**src/rtl/alu_pkg.sv**
```systemverilog
// alu_pkg: shared ALU definitions.
//   - ALU control-code constants driven by the control unit.
//   - muldiv_state_t: state encoding for the multi-cycle MUL/DIV sequencer.
package alu_pkg;

  localparam logic [3:0] ALU_ADD = 4'd0;
  localparam logic [3:0] ALU_SUB = 4'd1;
  localparam logic [3:0] ALU_AND = 4'd2;
  localparam logic [3:0] ALU_OR  = 4'd3;
  localparam logic [3:0] ALU_XOR = 4'd4;
  localparam logic [3:0] ALU_SLT = 4'd5;
  localparam logic [3:0] ALU_SLL = 4'd6;
  localparam logic [3:0] ALU_SRL = 4'd7;
  localparam logic [3:0] ALU_SRA = 4'd8;
  localparam logic [3:0] ALU_DIV = 4'd9;
  localparam logic [3:0] ALU_MUL = 4'd10;
  localparam logic [3:0] ALU_NEG = 4'd11;
  localparam logic [3:0] ALU_NOT = 4'd12;

  typedef enum logic [2:0] {
    MD_IDLE,
    MD_PREP,
    MD_RUN,
    MD_FIX,
    MD_DONE
  } muldiv_state_t;

endpackage

```
**src/rtl/muldiv_step.sv**
```systemverilog
// muldiv_step: one combinational iteration of the MUL/DIV sequencer.
// Ports:
//   is_div    : 1 = restoring divide step, 0 = shift-add multiply step
//   acc       : accumulator (MUL: upper product half, DIV: partial remainder)
//   shreg     : shift register (MUL: multiplier/low product, DIV: dividend/quotient)
//   operand   : unsigned magnitude (MUL: multiplicand, DIV: divisor)
//   acc_nxt   : accumulator after this iteration
//   shreg_nxt : shift register after this iteration
module muldiv_step #(
  parameter int unsigned WIDTH = 32
) (
  input  logic             is_div,
  input  logic [WIDTH-1:0] acc,
  input  logic [WIDTH-1:0] shreg,
  input  logic [WIDTH-1:0] operand,
  output logic [WIDTH-1:0] acc_nxt,
  output logic [WIDTH-1:0] shreg_nxt
);

  logic [WIDTH:0]   add_sum;
  logic [WIDTH:0]   rem_sh;
  logic [WIDTH-1:0] diff;

  always_comb begin
    // MUL: {acc, shreg} is one 2*WIDTH register; add multiplicand into the
    // upper half when the current multiplier LSB is set, then shift right.
    add_sum = {1'b0, acc} + (shreg[0] ? {1'b0, operand} : '0);
    // DIV: shift the next dividend bit into the remainder. When the
    // subtraction succeeds the true difference is below the divisor, so the
    // low WIDTH bits are exact.
    rem_sh  = {acc, shreg[WIDTH-1]};
    diff    = rem_sh[WIDTH-1:0] - operand;

    if (is_div) begin
      if (rem_sh >= {1'b0, operand}) begin
        acc_nxt   = diff;
        shreg_nxt = {shreg[WIDTH-2:0], 1'b1};
      end else begin
        acc_nxt   = rem_sh[WIDTH-1:0];
        shreg_nxt = {shreg[WIDTH-2:0], 1'b0};
      end
    end else begin
      acc_nxt   = add_sum[WIDTH:1];
      shreg_nxt = {add_sum[0], shreg[WIDTH-1:1]};
    end
  end

endmodule

```
**src/rtl/alu_muldiv_seq.sv**
```systemverilog
// alu_muldiv_seq: multi-cycle signed MUL / DIV sequencer beside the ALU.
// Accepts one request on start_valid & start_ready, runs WIDTH radix-2
// iterations on operand magnitudes, fixes signs, and presents HI/LO.
// Ports:
//   clk, nRst    : rising-edge clock, asynchronous active-low reset
//   start_valid  : request present; start_ready high only when idle
//   ctrl         : ALU control code (ALU_DIV / ALU_MUL legal)
//   op_a, op_b   : signed operands, sampled at acceptance
//   busy         : high in every state except idle
//   done         : one-cycle completion pulse
//   hi, lo       : MUL product high/low, DIV remainder/quotient
//   div_zero     : DIV by zero (valid while done, held until next accept)
//   illegal      : unsupported ctrl (valid while done, held until next accept)
// Build option: define ALU_MULDIV_EARLY_EXIT_EN to let MUL leave the
// iteration loop once the remaining multiplier bits are all zero.
module alu_muldiv_seq
  import alu_pkg::*;
#(
  parameter int unsigned WIDTH = 32
) (
  input  logic             clk,
  input  logic             nRst,
  input  logic             start_valid,
  output logic             start_ready,
  input  logic [3:0]       ctrl,
  input  logic [WIDTH-1:0] op_a,
  input  logic [WIDTH-1:0] op_b,
  output logic             busy,
  output logic             done,
  output logic [WIDTH-1:0] hi,
  output logic [WIDTH-1:0] lo,
  output logic             div_zero,
  output logic             illegal
);

  localparam int unsigned CW = $clog2(WIDTH) + 1;

  muldiv_state_t state_q, state_d;

  logic             is_div_q;
  logic             neg_a_q;
  logic             neg_b_q;
  logic [CW-1:0]    cnt_q;
  logic [WIDTH-1:0] acc_q;
  logic [WIDTH-1:0] shreg_q;
  logic [WIDTH-1:0] operand_q;
  logic [WIDTH-1:0] acc_nxt;
  logic [WIDTH-1:0] shreg_nxt;

  logic               accept;
  logic               ctrl_legal;
  logic               last_iter;
  logic [2*WIDTH-1:0] prod_mag;
  logic [2*WIDTH-1:0] prod_signed;

  function automatic logic [WIDTH-1:0] mag(input logic [WIDTH-1:0] x);
    return x[WIDTH-1] ? (~x + 1'b1) : x;
  endfunction

  muldiv_step #(.WIDTH(WIDTH)) u_step (
    .is_div    (is_div_q),
    .acc       (acc_q),
    .shreg     (shreg_q),
    .operand   (operand_q),
    .acc_nxt   (acc_nxt),
    .shreg_nxt (shreg_nxt)
  );

  assign accept     = start_valid && (state_q == MD_IDLE);
  assign ctrl_legal = (ctrl == ALU_DIV) || (ctrl == ALU_MUL);

`ifdef ALU_MULDIV_EARLY_EXIT_EN
  // After this step, the low (cnt_q-1) bits of shreg_nxt still hold
  // unconsumed multiplier bits; once they are zero the loop can stop and
  // FIX realigns the product by the remaining count.
  logic [WIDTH-1:0] rem_mask;
  assign rem_mask  = ~({WIDTH{1'b1}} << (cnt_q - CW'(1)));
  assign last_iter = (cnt_q == CW'(1)) ||
                     (!is_div_q && ((shreg_nxt & rem_mask) == '0));
  assign prod_mag  = {acc_q, shreg_q} >> cnt_q;
`else
  assign last_iter = (cnt_q == CW'(1));
  assign prod_mag  = {acc_q, shreg_q};
`endif

  assign prod_signed = (neg_a_q ^ neg_b_q) ? -prod_mag : prod_mag;

  // State register
  always_ff @(posedge clk or negedge nRst) begin
    if (!nRst) state_q <= MD_IDLE;
    else       state_q <= state_d;
  end

  // Next-state logic
  always_comb begin
    state_d = state_q;
    unique case (state_q)
      MD_IDLE: if (start_valid) state_d = ctrl_legal ? MD_PREP : MD_DONE;
      MD_PREP: state_d = (is_div_q && (operand_q == '0)) ? MD_DONE : MD_RUN;
      MD_RUN:  if (last_iter) state_d = MD_FIX;
      MD_FIX:  state_d = MD_DONE;
      MD_DONE: state_d = MD_IDLE;
      default: state_d = MD_IDLE;
    endcase
  end

  // Output logic
  always_comb begin
    start_ready = (state_q == MD_IDLE);
    busy        = (state_q != MD_IDLE);
    done        = (state_q == MD_DONE);
  end

  // Datapath. At acceptance op_a parks in shreg_q and op_b in operand_q;
  // PREP converts them in place to magnitudes in the per-op arrangement.
  always_ff @(posedge clk or negedge nRst) begin
    if (!nRst) begin
      is_div_q  <= 1'b0;
      neg_a_q   <= 1'b0;
      neg_b_q   <= 1'b0;
      cnt_q     <= '0;
      acc_q     <= '0;
      shreg_q   <= '0;
      operand_q <= '0;
      hi        <= '0;
      lo        <= '0;
      div_zero  <= 1'b0;
      illegal   <= 1'b0;
    end else begin
      unique case (state_q)
        MD_IDLE: begin
          if (accept) begin
            is_div_q  <= (ctrl == ALU_DIV);
            shreg_q   <= op_a;
            operand_q <= op_b;
            div_zero  <= 1'b0;
            illegal   <= !ctrl_legal;
            if (!ctrl_legal) begin
              hi <= '0;
              lo <= '0;
            end
          end
        end
        MD_PREP: begin
          neg_a_q <= shreg_q[WIDTH-1];
          neg_b_q <= operand_q[WIDTH-1];
          acc_q   <= '0;
          cnt_q   <= CW'(WIDTH);
          if (is_div_q) begin
            operand_q <= mag(operand_q);
            shreg_q   <= mag(shreg_q);
            if (operand_q == '0) begin
              div_zero <= 1'b1;
              lo       <= '1;
              hi       <= shreg_q;
            end
          end else begin
            operand_q <= mag(shreg_q);
            shreg_q   <= mag(operand_q);
          end
        end
        MD_RUN: begin
          acc_q   <= acc_nxt;
          shreg_q <= shreg_nxt;
          cnt_q   <= cnt_q - CW'(1);
        end
        MD_FIX: begin
          if (is_div_q) begin
            lo <= (neg_a_q ^ neg_b_q) ? -shreg_q : shreg_q;
            hi <= neg_a_q ? -acc_q : acc_q;
          end else begin
            {hi, lo} <= prod_signed;
          end
        end
        default: ;
      endcase
    end
  end

endmodule
```
**config.mk**
```make
export PLATFORM = sky130hd
export DESIGN_NAME = alu_muldiv_seq
export DESIGN_NICKNAME = d
export VERILOG_FILES = /design/src/rtl/alu_pkg.sv /design/src/rtl/muldiv_step.sv /design/src/rtl/alu_muldiv_seq.sv
export SDC_FILE = /design/constraint.sdc
export NUM_CORES = 1
export LEC_CHECK = 0
export CORE_MARGIN = 4
export CORE_UTILIZATION = 50
export DETAILED_ROUTE_END_ITERATION = 7
export HOLD_SLACK_MARGIN = 0.08
export PLACE_DENSITY = 0.7
export SYNTH_ARGS = -nofsm -noshare
export SYNTH_HDL_FRONTEND = slang
export SYNTH_SLANG_ARGS = --single-unit
export TNS_END_PERCENT = 50
```
**constraint.sdc**
```tcl
create_clock -name clk -period 3.55 [get_ports clk]
set_clock_uncertainty 0.1 [all_clocks]
set_input_delay 0.71 -clock clk [delete_from_list [all_inputs] [get_ports clk]]
set_output_delay 0.71 -clock clk [all_outputs]
set_load 0.005 [all_outputs]
```
# Word level (Yosys, flattened, before mapping)

Index checks and enable logic that the tools add are counted.

Register bits: 174
Bits in latches: 0
Memory bits (writable): 0
Memory bits (read-only): 0
Input bits: 71
Output and inout port bits: 69
Logic and storage cells: 91
Memories kept: 0

Add/subtract/negate cells: 8
Multipliers: 0
Divide/modulo/power cells: 0
Magnitude comparators: 1
Eq/ne operators: 13
Shift operators: 0
Muxes and demuxes: 37
Bitwise gates (word level): 3
Reductions and logical operators: 17

Operator list:

| kind                    | count |
|---|---|
| $mux W32                | 20 |
| $pmux W32 S3            | 3 |
| $pmux W32 S2            | 2 |
| $add A32 B1 Y32 const B | 2 |
| $mux W64                | 1 |
| $neg A32 Y32            | 2 |
| $neg A64 Y64            | 1 |
| $not A32 Y32            | 2 |
| $add A32 B33 Y33        | 1 |
| $ge A33 B32 Y1          | 1 |
| $logic_not A32 Y1       | 1 |
| $sub A32 B32 Y32        | 1 |
| $mux W3                 | 4 |
| $pmux W3 S4             | 1 |
| $pmux W6 S2             | 1 |
| $ne A2 B2 Y1 const B    | 5 |
| $reduce_bool A3 Y1      | 3 |
| $eq A4 B4 Y1 const B    | 2 |
| $reduce_and A2 Y1       | 4 |
| $eq A3 B2 Y1 const B    | 2 |
| $eq A6 B1 Y1 const B    | 1 |
| $sub A6 B1 Y6 const B   | 1 |
| $reduce_and A5 Y1       | 1 |
| $mux W1                 | 4 |
| 11 further kinds        | 13 |

# Longest topological paths before layout

Depth after elaboration: 5
Depth in mapped cells: 15
Mapped depth without buffers: 14

# By module

A second synthesis with hierarchy kept.

Cells, all modules: 2001
Area total of the unflattened synthesis: 15899.0 µm²

Modules (own cells, without submodules):

| module         | times used | cells each | area each (µm²) | sequential area each (µm²) |
|---|---|---|---|---|
| alu_muldiv_seq | 1          | 1296       | 11031.8         | 4354.2 |
| muldiv_step    | 1          | 705        | 4867.2          | 0.0 |

# Worst setup path after synthesis

Ideal clock, no wire load.

Path kind: reg2reg
From: reg shreg_q[0]
To: reg acc_q[29]
Library setup time: 122 ps
Data arrival time: 3214 ps
Data required time: 3328 ps
Setup slack: 114 ps
Cell stages (with the launch flop): 15
Path buffers: 2
Clock period less this slack: 3436 ps
Cell sequence: dfrtp_1 -> clkbuf_1 -> clkinv_1 -> clkbuf_1 -> nor2_1 -> ha_1 -> a21o_1 -> or3_1 -> o221ai_1 -> a211oi_1 -> a211oi_2 -> nor3_1 -> o311ai_0 -> a21oi_1 -> a32o_1

Cells in the longest elaborated chain, start to end: 4

RTL lines:

| element                  | line                  | RTL |
|---|---|---|
| start: declaration       | alu_muldiv_seq.sv:45  | `logic [WIDTH-1:0] shreg_q;` |
| start signal: assignment | alu_muldiv_seq.sv:134 | `shreg_q <= op_a;` |
| start signal: assignment | alu_muldiv_seq.sv:151 | `shreg_q <= mag(shreg_q);` |
| start signal: assignment | alu_muldiv_seq.sv:159 | `shreg_q <= mag(operand_q);` |
| $mux W32                 | muldiv_step.sv:27     | `add_sum = {1'b0, acc} + (shreg[0] ? {1'b0, operand} : '0);` |
| $add A32 B33 Y33         | muldiv_step.sv:27     |  |
| $mux W32                 | muldiv_step.sv:34     | `if (is_div) begin` |
| $pmux W32 S2             | alu_muldiv_seq.sv:130 | `unique case (state_q)` |
| end signal: assignment   | alu_muldiv_seq.sv:163 | `acc_q <= acc_nxt;` |
| end: declaration         | alu_muldiv_seq.sv:44  | `logic [WIDTH-1:0] acc_q;` |

No other way between the ends.
A chain may end at the register's enable or synchronous reset.

# Final worst setup path

From: reg acc_q[13]
To: reg hi[22]

Cells in the longest elaborated chain, start to end: 4
Elaborated cells between the ends (all ways): 6
Those cells by class: add/sub (2); mux (4)

RTL lines:

| element                                      | line                                        | RTL |
|---|---|---|
| $neg A64 Y64 or $neg A32 Y32 (tied branches) | alu_muldiv_seq.sv:86, alu_muldiv_seq.sv:170 |  |
| $mux W64 or $mux W32 (tied branches)         | alu_muldiv_seq.sv:86, alu_muldiv_seq.sv:170 |  |
| $mux W32 (*)                                 | alu_muldiv_seq.sv:168                       | `if (is_div_q) begin` |
| $pmux W32 S3 (*)                             | alu_muldiv_seq.sv:130                       |  |
| end signal: assignment                       | alu_muldiv_seq.sv:155                       | `hi <= shreg_q;` |
| end signal: assignment                       | alu_muldiv_seq.sv:170                       | `hi <= neg_a_q ? -acc_q : acc_q;` |
| end signal: assignment                       | alu_muldiv_seq.sv:172                       | `{hi, lo} <= prod_signed;` |
| end: declaration                             | alu_muldiv_seq.sv:30                        | `output logic [WIDTH-1:0] hi,` |

Mark *: on every way between the ends. The rest lies on a longest branch, timed or not.

==> results.py <==
metrics = {
    "pwr": {
        "clockPowerShare_pct": 10.4,
        "seq_power_share_pct": 17.3,
        "p_sw_share_pct": 52.9,
        "p_per_area_nw_per_um2": 1030,
        "p_leak_uw": 0.00834,
        "p_sw_uw": 10300,
        "internal_power_uw": 9190,
        "comb_power_share_pct": 72.3,
        "irDropWorstVdd_mv": 0.431,
    },
    "routing": {
        "wl_um": 62500,
        "avgViaCountPerCell": 6.47,
        "met2_length_um": 27100,
        "routedWlPerCell_um": 24.3,
        "top_layer": "met4",
        "ant_nets": 0,
        "drt_iter0_drc": 2013,
        "wl_met1_um": 26100,
        "dr.pass1.iters": 8,
        "drc": 0,
        "wl_met3_um": 6410,
        "via_count": 16700,
    },
    "sta": {
        "relSlewSlack_pct": 31.8,
        "setup_violations": 0,
        "min_period_ps": 3420,
        "max_freq_ghz": 0.292,
        "fin_crit_sh_pct": 96.4,
        "slew_viol_final": 0,
        "rsz0062_at_grt": "no",
        "worst_pin_slew_ps": 1020,
        "setup_ws_ps": 128,
        "final_hold_viol_count": 0,
    },
    "clock_tree": {
        "clk-insertion-delay-late_ps": 460,
        "cts_max_level": 4,
        "cts_buffers": 17,
        "tritoncts": "built",
        "clk_path_buf_depth": 2,
        "clkSinkCount": 174,
        "cts_root_buf": "clkbuf_16",
        "clkTransAtPathRegs_ps": 80,
    },
    "synth": {
        "synth_warnings": 0,
        "ys_seq_area_share_pct": 27.7,
        "syn_avg_cell_area_um2": 7.85,
        "ys.flop_type": "dfrtp_1",
        "yosys.cell_types.count": 86,
        "async_flop_share_pct": 100,
        "netlist_area_um2": 15700,
        "synthCells": 2002,
        "syn_nets": 2145,
        "synth-seq-cells": 174,
        "synth_edf_count": 0,
    },
    "placement": {
        "placedCellCount": 2544,
        "gp_congestion": 0.988,
        "placement.io_buffers": 139,
        "pre_cts_slack_ps": -27.0,
        "dp_hpwl_um": 47600,
    },
    "cells_and_area": {
        "nets": 2311,
        "antenna_cells": 0,
        "drive_gt1_share_pct": 12.4,
        "finalNonFillerCells": 2577,
        "area_delta_synth_final_pct": 20.4,
        "final_common_cell": "nand2_1",
        "final_cell_mix": "261 x nand2_1, 172 x dfrtp_1, 157 x buf_4",
        "fillers": 2824,
    },
    "worst_hold_path": {
        "holdCritPathClass": "input port to async pin",
    },
    "global_route": {
        "grt_usage_pct": 35.6,
        "grt_pass1_vias": 15500,
        "antenna_found_initial": 1,
        "grt_max_degree": 65,
        "grt_first_pass_wirelength_um": 93600,
        "gr-total-overflow": 0,
    },
    "setup_path": {
        "startpoint_type": "register",
        "r2r_slack_ps": 130,
        "critPathKind": "register to register",
        "endpoint_kind": "register",
        "required_ps": 3850,
        "rr_startpoint": "acc_q[13]",
        "reg2reg_to": "hi[22]",
        "critPathArrivalTime_ps": 3720,
        "path_max_fanout": 6,
        "r2r_cells": 9,
    },
    "die": {
        "dieArea_um2": 34300,
        "rows": 64,
        "pin_count": 140,
        "die-height_um": 185,
        "start_util_pct": 51.0,
        "chipWidth_um": 185,
        "core_area_um2": 30800,
    },
    "run": {
        "cap_violations": 0,
    },
    "outcome": {
        "outcome": "completed",
    },
}
## cells in the mapped netlist, drive strengths merged (11+ instances only)
cell	number	area, um^2
o221ai	12	105
or3	23	149
ha	70	876
buf	64	317
nor2	161	609
xnor2	93	822
a21o	61	458
a21oi	129	646
nand3	48	240
a31oi	38	238
o41ai	11	96.3
nor4	13	103
nor3	43	240
o211ai	29	218
xor2	77	674
mux2i	72	721
clkbuf	90	338
o21ai	172	925
o31ai	36	270
dfrtp	174	4350
nand2b	12	75.1
a22oi	20	150
nor2b	12	75.1
inv	63	236
nand4	12	75.1
nand2	262	986
a211oi	47	358
## state kept, by name (all words and copies together), names as in the netlist
signal     cells
is_div_q       1
illegal        1
neg_b_q        1
hi            32
lo            32
operand_q     32
state_q        3
neg_a_q        1
div_zero       1
acc_q         32
cnt_q          6
shreg_q       32
## power groups by stage
stage               Clock, uW  Sequential, uW  Combinational [uW]
CTS                      2030            3330               13600
detailed placement          0            3370               13500
floorplan                   0            3140                9040
finish                   2020            3380               14100
global placement            0            3350               13500
global route             2100            3440               15100
## area by class of cell
class                      count  area (um^2)  share of cell area (%)
clock inverter                13          153                   0.807
clock buffer                  19          443                    2.34
sequential                   174         4360                    23.0
timing repair buffer         301         2660                    14.1
tap                          396          495                    2.62
inverter                      65          246                    1.30
multi-input combinational   1609        10600                    55.8
## layer usage
metal  GRT usage, %  vias to the layer above
met5              0                        -
met4           14.8                        0
met3           8.62                      158
met2           54.1                      947
met1           48.7                     7979
li1               -                     7591
## worst max-delay path by stage
stage	to	from	slack (ps)	cells past startpoint
2_1_floorplan	acc_q[29]	shreg_q[0]	110	14
3_3_place_gp	acc_q[28]	shreg_q[0]	-40	14
3_5_place_dp	acc_q[25]	shreg_q[0]	-30	15
4_1_cts	acc_q[25]	shreg_q[0]	60	15
5_1_grt	acc_q[24]	operand_q[0]	1	14
6_report	hi[22]	acc_q[13]	130	9
## critical path, cell delays in order (launching register included)
cell,delay [ps]
dfrtp_1,550
or4_1,780
or4b_4,580
or2_1,270
nor3_2,140
nand2b_1,140
a221oi_1,100
xnor2_2,210
a2111oi_2,370
a21o_1,120
## per-stage QoR
step,instance area [um^2],hold WS [ps],total power [uW],util [%],setup TNS [ps]
6_report,18900,82.2,19500,61.4,0
5_1_grt,18900,114,20700,61.4,0
4_1_cts,18800,91.6,19000,61.1,0
3_5_place_dp,18200,366,16900,59.1,-43.2
3_3_place_gp,18200,360,16800,59.1,-35.6
2_1_floorplan,15700,314,12200,-,0
## cell families (layout without fill, tap and decap cells)
| kind of cell | count (synthesis) | in the layout | share of synthesized area (%) |
|---|---|---|---|
| XOR/XNOR | 170 | 170 | 9.53 |
| flip-flops | 174 | 174 | 27.7 |
| adder cells (fa/ha/maj) | 72 | 72 | 5.83 |
| AO/OA/AOI/OAI | 659 | 659 | 27.9 |
| buffers and inverters | 219 | 398 | 5.72 |
| multiplexers | 75 | 75 | 4.80 |
| AND/OR/NAND/NOR | 633 | 633 | 18.5 |
## timing repair
| action | CTS | global route |
|---|---|---|
| hold buffers | 0 | 0 |
| setup buffers | 0 | 1 |
| gates resized for setup | 1 | 17 |
| endpoints found under the setup margin | 4 | 33 |
| pin swaps | 1 | 2 |
No activity file was read; power rests on OpenSTA's default activity.
